File: src/rtl/osc_pkg.sv
// Shared definitions for the oscilloscope capture path: reader FSM states and
// default sample/address widths used by the trigger detector and sample writer.
package osc_pkg;

    localparam int OSC_DATA_WIDTH = 16;
    localparam int OSC_ADDR_W     = 12;

    typedef enum logic [1:0] {
        ST_IDLE      = 2'd0,
        ST_WAIT_TRIG = 2'd1,
        ST_READ      = 2'd2,
        ST_DONE      = 2'd3
    } osc_state_e;

    // Samples already owed to the output buffer: stored entries plus the read in flight.
    function automatic logic [1:0] osc_committed(input logic [1:0] occ, input logic inflight);
        return occ + {1'b0, inflight};
    endfunction

endpackage

File: src/rtl/osc_out_fifo2.sv
// Two-entry valid/ready output buffer with a combinational bypass when empty,
// so a sample arriving from memory can leave in the same cycle.
module osc_out_fifo2 #(
    parameter int W = 17
) (
    input  logic         clk,
    input  logic         rst,
    input  logic         in_valid,
    input  logic [W-1:0] in_data,
    output logic         out_valid,
    output logic [W-1:0] out_data,
    input  logic         out_ready,
    output logic [1:0]   count
);

    logic [W-1:0] mem0_r, mem1_r, mem0_nx_s, mem1_nx_s;
    logic [1:0]   count_r, count_nx_s;
    logic         pop_s;

    assign out_valid = (count_r != 2'd0) || in_valid;
    assign out_data  = (count_r != 2'd0) ? mem0_r : (in_valid ? in_data : {W{1'b0}});
    assign pop_s     = out_valid && out_ready;
    assign count     = count_r;

    // Next buffer contents; the producer never pushes into a full buffer.
    always_comb begin
        mem0_nx_s  = mem0_r;
        mem1_nx_s  = mem1_r;
        count_nx_s = count_r;
        case (count_r)
            2'd0: begin
                if (in_valid && !out_ready) begin
                    mem0_nx_s  = in_data;
                    count_nx_s = 2'd1;
                end else begin
                    count_nx_s = 2'd0;
                end
            end
            2'd1: begin
                if (in_valid && pop_s) begin
                    mem0_nx_s = in_data;
                end else if (in_valid) begin
                    mem1_nx_s  = in_data;
                    count_nx_s = 2'd2;
                end else if (pop_s) begin
                    count_nx_s = 2'd0;
                end else begin
                    count_nx_s = 2'd1;
                end
            end
            2'd2: begin
                if (pop_s && in_valid) begin
                    mem0_nx_s = mem1_r;
                    mem1_nx_s = in_data;
                end else if (pop_s) begin
                    mem0_nx_s  = mem1_r;
                    count_nx_s = 2'd1;
                end else begin
                    count_nx_s = 2'd2;
                end
            end
            default: begin
                count_nx_s = 2'd0;
            end
        endcase
    end

    // Buffer storage and occupancy registers.
    always_ff @(posedge clk or negedge rst) begin
        if (!rst) begin
            mem0_r  <= {W{1'b0}};
            mem1_r  <= {W{1'b0}};
            count_r <= 2'd0;
        end else begin
            mem0_r  <= mem0_nx_s;
            mem1_r  <= mem1_nx_s;
            count_r <= count_nx_s;
        end
    end

endmodule

File: src/rtl/trigger_frame_reader.sv
// Oscilloscope frame reader: waits for a trigger, reads frame_len samples from the
// circular capture memory starting pre_trig before it. Optional auto-trigger: TRIG_AUTO_EN.
module trigger_frame_reader
    import osc_pkg::*;
#(
    parameter int DATA_WIDTH = OSC_DATA_WIDTH,
    parameter int ADDR_W     = OSC_ADDR_W,
    parameter int LEN_W      = 16
`ifdef TRIG_AUTO_EN
    ,
    parameter int TIMEOUT_W  = 24
`endif
) (
    input  logic                  clk,
    input  logic                  rst,
    input  logic                  arm,
    input  logic [LEN_W-1:0]      frame_len,
    input  logic [LEN_W-1:0]      pre_trig,
    input  logic                  trig_valid,
    input  logic [ADDR_W-1:0]     trig_addr,
    output logic                  rd_en,
    output logic [ADDR_W-1:0]     rd_addr,
    input  logic [DATA_WIDTH-1:0] rd_data,
    output logic [DATA_WIDTH-1:0] m_data,
    output logic                  m_valid,
    output logic                  m_last,
    input  logic                  m_ready,
    output logic                  busy,
    output logic                  done,
`ifdef TRIG_AUTO_EN
    input  logic [TIMEOUT_W-1:0]  auto_timeout,
    input  logic [ADDR_W-1:0]     wr_addr,
    output logic                  auto_fired,
`endif
    output logic [ADDR_W-1:0]     frame_start
);

    osc_state_e          state_r, state_nx_s;
    logic [LEN_W-1:0]    len_r, pre_r, issued_r, len_eff_s, pre_clamp_s;
    logic [ADDR_W-1:0]   frame_start_r, rd_addr_r, trig_base_s;
    logic                inflight_r, inflight_last_r;
    logic                trig_fire_s, arm_ok_s, issue_s, hs_last_s;
    logic [1:0]          occ_s;
    logic                fifo_valid_s;
    logic [DATA_WIDTH:0] fifo_data_s;

    assign len_eff_s   = (frame_len == {LEN_W{1'b0}}) ? LEN_W'(1'b1) : frame_len;
    assign pre_clamp_s = (pre_trig > len_eff_s - LEN_W'(1'b1)) ? len_eff_s - LEN_W'(1'b1) : pre_trig;
    assign arm_ok_s    = arm && ((state_r == ST_IDLE) || (state_r == ST_DONE));

`ifdef TRIG_AUTO_EN
    logic [TIMEOUT_W-1:0] timeout_r, tcnt_r;
    logic                 auto_fired_r, auto_hit_s;

    assign auto_hit_s  = (state_r == ST_WAIT_TRIG) && (timeout_r != {TIMEOUT_W{1'b0}})
                         && (tcnt_r + TIMEOUT_W'(1'b1) == timeout_r);
    assign trig_fire_s = (state_r == ST_WAIT_TRIG) && (trig_valid || auto_hit_s);
    // A real trigger wins over a timeout landing in the same cycle.
    assign trig_base_s = trig_valid ? trig_addr : wr_addr;
    assign auto_fired  = auto_fired_r;

    // Auto-trigger timeout counter and sticky fired flag.
    always_ff @(posedge clk or negedge rst) begin
        if (!rst) begin
            timeout_r    <= {TIMEOUT_W{1'b0}};
            tcnt_r       <= {TIMEOUT_W{1'b0}};
            auto_fired_r <= 1'b0;
        end else if (arm_ok_s) begin
            timeout_r    <= auto_timeout;
            tcnt_r       <= {TIMEOUT_W{1'b0}};
            auto_fired_r <= 1'b0;
        end else if (state_r == ST_WAIT_TRIG) begin
            tcnt_r <= tcnt_r + TIMEOUT_W'(1'b1);
            if (auto_hit_s && !trig_valid) begin
                auto_fired_r <= 1'b1;
            end
        end
    end
`else
    assign trig_fire_s = (state_r == ST_WAIT_TRIG) && trig_valid;
    assign trig_base_s = trig_addr;
`endif

    assign issue_s   = (state_r == ST_READ) && (issued_r != len_r)
                       && (osc_committed(occ_s, inflight_r) < 2'd2);
    assign hs_last_s = fifo_valid_s && m_ready && fifo_data_s[DATA_WIDTH];

    // State register.
    always_ff @(posedge clk or negedge rst) begin
        if (!rst) begin
            state_r <= ST_IDLE;
        end else begin
            state_r <= state_nx_s;
        end
    end

    // Next-state decode.
    always_comb begin
        state_nx_s = state_r;
        case (state_r)
            ST_IDLE:      if (arm)         state_nx_s = ST_WAIT_TRIG; else state_nx_s = ST_IDLE;
            ST_WAIT_TRIG: if (trig_fire_s) state_nx_s = ST_READ;      else state_nx_s = ST_WAIT_TRIG;
            ST_READ:      if (hs_last_s)   state_nx_s = ST_DONE;      else state_nx_s = ST_READ;
            ST_DONE:      if (arm)         state_nx_s = ST_WAIT_TRIG; else state_nx_s = ST_DONE;
            default:                       state_nx_s = ST_IDLE;
        endcase
    end

    // Frame parameters, read address/count and the single-cycle read pipeline.
    always_ff @(posedge clk or negedge rst) begin
        if (!rst) begin
            len_r           <= LEN_W'(1'b1);
            pre_r           <= {LEN_W{1'b0}};
            frame_start_r   <= {ADDR_W{1'b0}};
            rd_addr_r       <= {ADDR_W{1'b0}};
            issued_r        <= {LEN_W{1'b0}};
            inflight_r      <= 1'b0;
            inflight_last_r <= 1'b0;
        end else begin
            if (arm_ok_s) begin
                len_r <= len_eff_s;
                pre_r <= pre_clamp_s;
            end
            if (trig_fire_s) begin
                frame_start_r <= trig_base_s - ADDR_W'(pre_r);
                rd_addr_r     <= trig_base_s - ADDR_W'(pre_r);
                issued_r      <= {LEN_W{1'b0}};
            end else if (issue_s) begin
                rd_addr_r <= rd_addr_r + ADDR_W'(1'b1);
                issued_r  <= issued_r + LEN_W'(1'b1);
            end
            inflight_r      <= issue_s;
            inflight_last_r <= issue_s && (issued_r == len_r - LEN_W'(1'b1));
        end
    end

    osc_out_fifo2 #(
        .W (DATA_WIDTH + 1)
    ) u_out_fifo (
        .clk       (clk),
        .rst       (rst),
        .in_valid  (inflight_r),
        .in_data   ({inflight_last_r, rd_data}),
        .out_valid (fifo_valid_s),
        .out_data  (fifo_data_s),
        .out_ready (m_ready),
        .count     (occ_s)
    );

    assign rd_en       = issue_s;
    assign rd_addr     = rd_addr_r;
    assign m_valid     = fifo_valid_s;
    assign m_data      = fifo_data_s[DATA_WIDTH-1:0];
    assign m_last      = fifo_data_s[DATA_WIDTH];
    assign done        = hs_last_s;
    assign busy        = (state_r == ST_WAIT_TRIG) || (state_r == ST_READ);
    assign frame_start = frame_start_r;

endmodule
File: config.mk
export PLATFORM = sky130hd
export DESIGN_NAME = trigger_frame_reader
export DESIGN_NICKNAME = d
export VERILOG_FILES = /design/src/rtl/osc_pkg.sv /design/src/rtl/osc_out_fifo2.sv /design/src/rtl/trigger_frame_reader.sv
export SDC_FILE = /design/constraint.sdc
export NUM_CORES = 1
export LEC_CHECK = 0
export CORE_MARGIN = 2
export CORE_UTILIZATION = 49
export CTS_CLUSTER_SIZE = 28
export DETAILED_ROUTE_END_ITERATION = 8
export PLACE_DENSITY = 0.81
export SYNTH_ARGS = -nofsm -noshare
export SYNTH_HDL_FRONTEND = slang
export SYNTH_HIERARCHICAL = 1
export SYNTH_SLANG_ARGS = --single-unit
File: constraint.sdc
create_clock -name clk -period 2.8 [get_ports clk]
set_clock_uncertainty 0.2 [all_clocks]
set_input_delay 0.56 -clock clk [delete_from_list [all_inputs] [get_ports clk]]
set_output_delay 0.56 -clock clk [all_outputs]
set_load 0.05 [all_outputs]
Yosys cells after proc, flatten, opt, wreduce, memory -nomap -nowiden
Index checks and enable logic that the tools add are counted.

cells by class
  $add $sub $neg = 6
  multipliers = 0
  divide/modulo/power cells = 0
  order comparisons = 2
  equality and inequality tests = 14
  shift-type cells = 0
  mux-type cells = 28
  bitwise logic cells = 0
  reductions and logical operators = 23

operator list
  cell                                                                      count
  17-bit two-way mux                                                        8
  17-bit one-hot mux with 3 select lines                                    1
  16-bit two-way mux                                                        3
  12-bit two-way mux                                                        3
  17-bit one-hot mux with 2 select lines                                    1
  16-bit by 1-bit subtractor with 16-bit output (second input constant)     2
  16-bit by 1-bit adder with 16-bit output (second input constant)          1
  16-bit == test                                                            1
  16-bit greater-than comparator                                            1
  16-bit logical NOT                                                        1
  16-bit inequality test                                                    1
  12-bit by 1-bit adder with 12-bit output (second input constant)          1
  2-bit two-way mux                                                         6
  12-bit subtractor                                                         1
  1-bit logical AND                                                         9
  2-bit one-hot mux with 4 select lines                                     1
  4-bit AND reduction                                                       2
  2-bit == test (second input constant)                                     3
  2-bit by 1-bit inequality test with 1-bit output (second input constant)  3
  2-bit inequality test (second input constant)                             3
  2-bit one-hot mux with 3 select lines                                     1
  2-bit nonzero test                                                        3
  2-bit by 1-bit == test with 1-bit output (second input constant)          2
  2-bit logical NOT                                                         2
  8 further kinds                                                           13

word-level totals
  register bits = 108
  bits in latches = 0
  bits in writable memories = 0
  bits in read-only memories = 0
  input port bits = 65
  output and inout bits = 45
  logic and storage cells = 84
  memories kept = 0

Longest topological paths before layout
  depth in word-level cells = 7
  gate-level depth with buffers = 19
  depth with buffers taken out = 17

By module
The synthesis kept the hierarchy.

by module, submodules not included
  module                times used  cells an instance  area an instance (µm²)  sequential area each (µm²)
  trigger_frame_reader  1           555                5031.1                  1803.0
  osc_out_fifo2         1           165                1915.6                  900.9

Worst setup path after synthesis
OpenSTA, ideal clock, no wires.

  kind = input -> register
  from = input port frame_len[0]
  to = register pre_r[10]
  library setup time = 0.083 ns
  arrival time = 4.178 ns
  required time = 2.517 ns
  slack = -1.661 ns
  cell stages on the path = 19
  path buffers = 2
  path through = or3_1 -> or2_2 -> clkbuf_1 -> nor2_1 -> a21oi_1 -> ha_1 -> nand2_1 -> nor2_1 -> nand2_1 -> xor2_1 -> ha_1 -> nand2_1 -> nor2_1 -> a2111oi_0 -> o31ai_1 -> o21bai_1 -> clkbuf_1 -> mux2_2 -> o21ai_0

on the way
  longest elaborated chain between the ends = 5

RTL lines
  item                                             RTL line                     text
  from (decl)                                      trigger_frame_reader.sv:17   input logic [LEN_W-1:0] frame_len,
  16-bit logical NOT                               trigger_frame_reader.sv:47   assign len_eff_s = (frame_len == {LEN_W{1'b0}}) ? LEN_W'(1'b1) : frame_len;
  16-bit two-way mux *                             trigger_frame_reader.sv:47
  16-bit by 1-bit subtractor with 16-bit output *  trigger_frame_reader.sv:48   assign pre_clamp_s = (pre_trig > len_eff_s - LEN_W'(1'b1)) ? len_eff_s - LEN_W'(1'b1) : pre_trig;
  16-bit greater-than comparator                   trigger_frame_reader.sv:48
  12-bit two-way mux *                             trigger_frame_reader.sv:48
  to (signal assigned)                             trigger_frame_reader.sv:113  pre_r <= {LEN_W{1'b0}};
  to (signal assigned)                             trigger_frame_reader.sv:122  pre_r <= pre_clamp_s;
  to (decl)                                        trigger_frame_reader.sv:39   logic [LEN_W-1:0] len_r, pre_r, issued_r, len_eff_s, pre_clamp_s;

Mark *: on every way between the ends. The rest lies on a longest branch, timed or not.
A chain may end at the register's enable or synchronous reset.

Final worst setup path
  from = input port frame_len[2]
  to = register pre_r[9]

The elaborated chain is that of the path after synthesis.

==> metrics <==
Crit path required time 2870 ps; final layout net count 1,002; via count slightly below 6,000; Root Buffer clkbuf_16; clock power share 0.146; Pleak between 4 and 5 nW; gpl congestion 0.925; Final ANT Viol Nets 0; vias in the first global route 5,892; post-synthesis sequential area ratio 0.389; Worst-Margin Slew 613 ps; Final Power 9.03 mW; Synthesis Warnings 6; largest net degree at the start of global routing 45; die area 0.0151 mm2; fmax 270 MHz; diode count 0; ranking of synthesized cells by area dfrtp_1 (39%), mux2_2 (8.8%), ha_1 (6.3%), xor2_1 (5.8%), nand2_1 (4.8%); RSZ-0062 raised after global routing true; syn avg cell area roughly 9.6 um2; die height 123 um; CP Class in -> reg; DRC Markers 0; synthesized area 0.00695 mm2; Clock Sinks between 100 and 150; largest area contributor in the netlist dfrtp_1; Hold Vio Cnt, Final 0; most frequent cell after synthesis dfrtp_1; failing checks negative setup slack; area of the multi-input gates 0.00417 mm2; CP arrival 3770 ps; most instantiated cells after synthesis dfrtp_1 (107), nand2_1 (89), o21ai_0 (57), mux2_2 (54), xor2_1 (46); CTS tree built; flops & latches, synth 108; status complete, but fails checks; total wire length 17,300 um; switching pwr slightly below 4 mW; final setup margin -908 ps; I/O pins 110; GRT Overall Usage 0.232; Max Cap Violations 0; Synth cell types 65; crit start category input pin; VDD IR max 0.000540 V; minimum period implied by the final worst setup slack around 3700 ps; share of cells above drive strength 1 0.286; DR WL/cell 16.0 um; Max Slew Vio Count 0; hold_ws 1.40 ps; sequential power share 0.290; DRT Pass-1 Iters 4; GRT overflow 0; Initial Util 0.500; worst path bufs/invs 5; relative slew slack 0.590; clock-pin slew on the worst setup and hold paths 80 ps; CP max-delay cell or3_4; Tcrit/Tclk final 1.32; mean number of vias per cell roughly 5.5; cts hold-fix bufs 0; Clock Path Buffers 2; clk_lat worst skew 350 ps; syn_nets 821; critical path capture point type flip-flop; area growth from synthesis to layout 37.6%; CP Cell Sequence buf_6 > or3_4 > or2_4 > buf_4 > nor3_2 > buf_4 > nand3b_1 > xor2_2 > ha_4 > nand2_1 > nor2_1 > a2111oi_2 > o31ai_2 > o21bai_1 > buf_6 > buf_12 > mux2_4 > o21ai_1; first-pass GRT wire length 27,900 um; CP peak stage delay approximately 370 ps; Post-Syn Instances 720; HP Class in -> async; Die Width around 120 um; ys async rst share 1.00; FP Rows 43; final core occ 0.689; combinational share of power 0.564; pwr dens ~940 mW/mm2; Post-synth EDFFs 0; Max FO, Critical Path 8; Iteration-0 DRC Markers 301; CTS Buf Count 9; cell-internal power between 5 and 6 mW; Setup-failing EPs final 12; Std-Cell Core Area 0.0139 mm2; Top FF cell, synth dfrtp_1; Yosys top cell area share 0.385; Reg2Reg Setup Slack 80 ps; HPWL after detailed placement approximately 13,000 um; Filler Cell Count 1,049; Sw Ratio 0.433; # H-tree levels 3; CP top delay family simple AND/OR/NAND/NOR gates; FF+latch area 0.00270 mm2; initial antenna violation count 0; Port Buffers 109
[power groups by stage]
stage                     Combinational (mW)  Clock (mW)  Sequential (mW)
after detailed placement                4.94           0             2.64
after global placement                  4.84           0             2.60
final                                   5.10        1.31             2.62
after floorplan                         2.71           0             3.08
after global routing                    5.49        1.40             2.70
after CTS                               4.99        1.33             2.62
[final cells by class]
| class | count | area share |
|---|---|---|
| multi-input cells | 541 | 0.436 |
| flip-flops and latches | 108 | 0.283 |
| repair buffers | 208 | 0.213 |
| clock buffers | 9 | 0.0236 |
| well taps | 180 | 0.0236 |
| inverters | 33 | 0.0130 |
| clock inverters | 7 | 0.00824 |
[what timing repair did]
action / in CTS / in global routing
cloned: 0 / 0
buffers inserted: 6 / 8
endpoints found under the setup margin: 13 / 16
gates resized for setup: 57 / 35
pin swaps: 20 / 21
[registers in the layout (all words and copies together) (netlist names)]
signal             count
inflight_r             1
len_r                 16
frame_start           12
pre_r                 12
state_r                2
rd_addr               12
inflight_last_r        1
u_out_fifo/mem0_r     17
issued_r              16
u_out_fifo/count       2
u_out_fifo/mem1_r     17
[path summary, 6_finish.rpt]
path                                 startpoint  cells after the start               endpoint
worst min register to register  frame_start[10]                      2        frame_start[10]
max in group asynchronous                   rst                      2   u_out_fifo/mem0_r[2]
worst max-delay path               frame_len[2]                     18               pre_r[9]
worst min-delay path                        rst                      1  u_out_fifo/mem0_r[10]
worst max register to register         len_r[2]                      7        inflight_last_r
min in group clk                frame_start[10]                      2        frame_start[10]
[cells in the final DEF (no fill, tap or decap), types with 21 or more instances in the layout]
cell | netlist | layout
buf_12 | 1 | 23
buf_4 | 2 | 94
clkdlybuf4s50_1 | 0 | 72
dfrtp_1 | 107 | 107
ha_1 | 35 | 33
inv_1 | 33 | 33
mux2_2 | 54 | 46
nand2_1 | 89 | 87
nor2_1 | 44 | 41
o21ai_0 | 57 | 30
o21ai_1 | 0 | 21
xor2_1 | 46 | 43
[routing by layer]
metal | GRT usage | vias up | share of wire
met1 | 0.299 | 2870 | 0.44
met2 | 0.405 | 166 | 0.50
li1 | - | 2889 | -
met4 | 0.0717 | 0 | 0.018
met3 | 0.0323 | 26 | 0.042
met5 | 0 | - | 0
[metrics by stage]
stage          setup slack (ps)  setup TNS (ps)  cell area, um2  std cells
2_1_floorplan             -1140          -13180            7030        720
5_1_grt                   -1060          -12130            9560       1086
6_report                   -908          -10090            9560       1086
3_5_place_dp              -1670          -20910            9000       1056
3_3_place_gp              -1520          -19000            9000       1056
4_1_cts                    -920          -10330            9380       1078
[logic make-up after synthesis]
group / Yosys count / synth area share
AOI/OAI and AO/OA: 119 / 0.108
xor gates and xnor gates: 65 / 0.0820
adders and majority gates: 36 / 0.0659
buffers and inverters: 71 / 0.0443
DFF: 108 / 0.389
muxes: 87 / 0.144
and+or+nand+nor: 234 / 0.167
[worst reg2reg max path, stage by stage (launching register included)]
cell       delay, ps
dfrtp_1          410
nor4_4           310
nand2_2           90
or4_4            510
a2111oi_4        350
o221ai_1         160
nor4_1           360
o221a_1          270
Note: power is estimated with default switching activity, not from simulation.
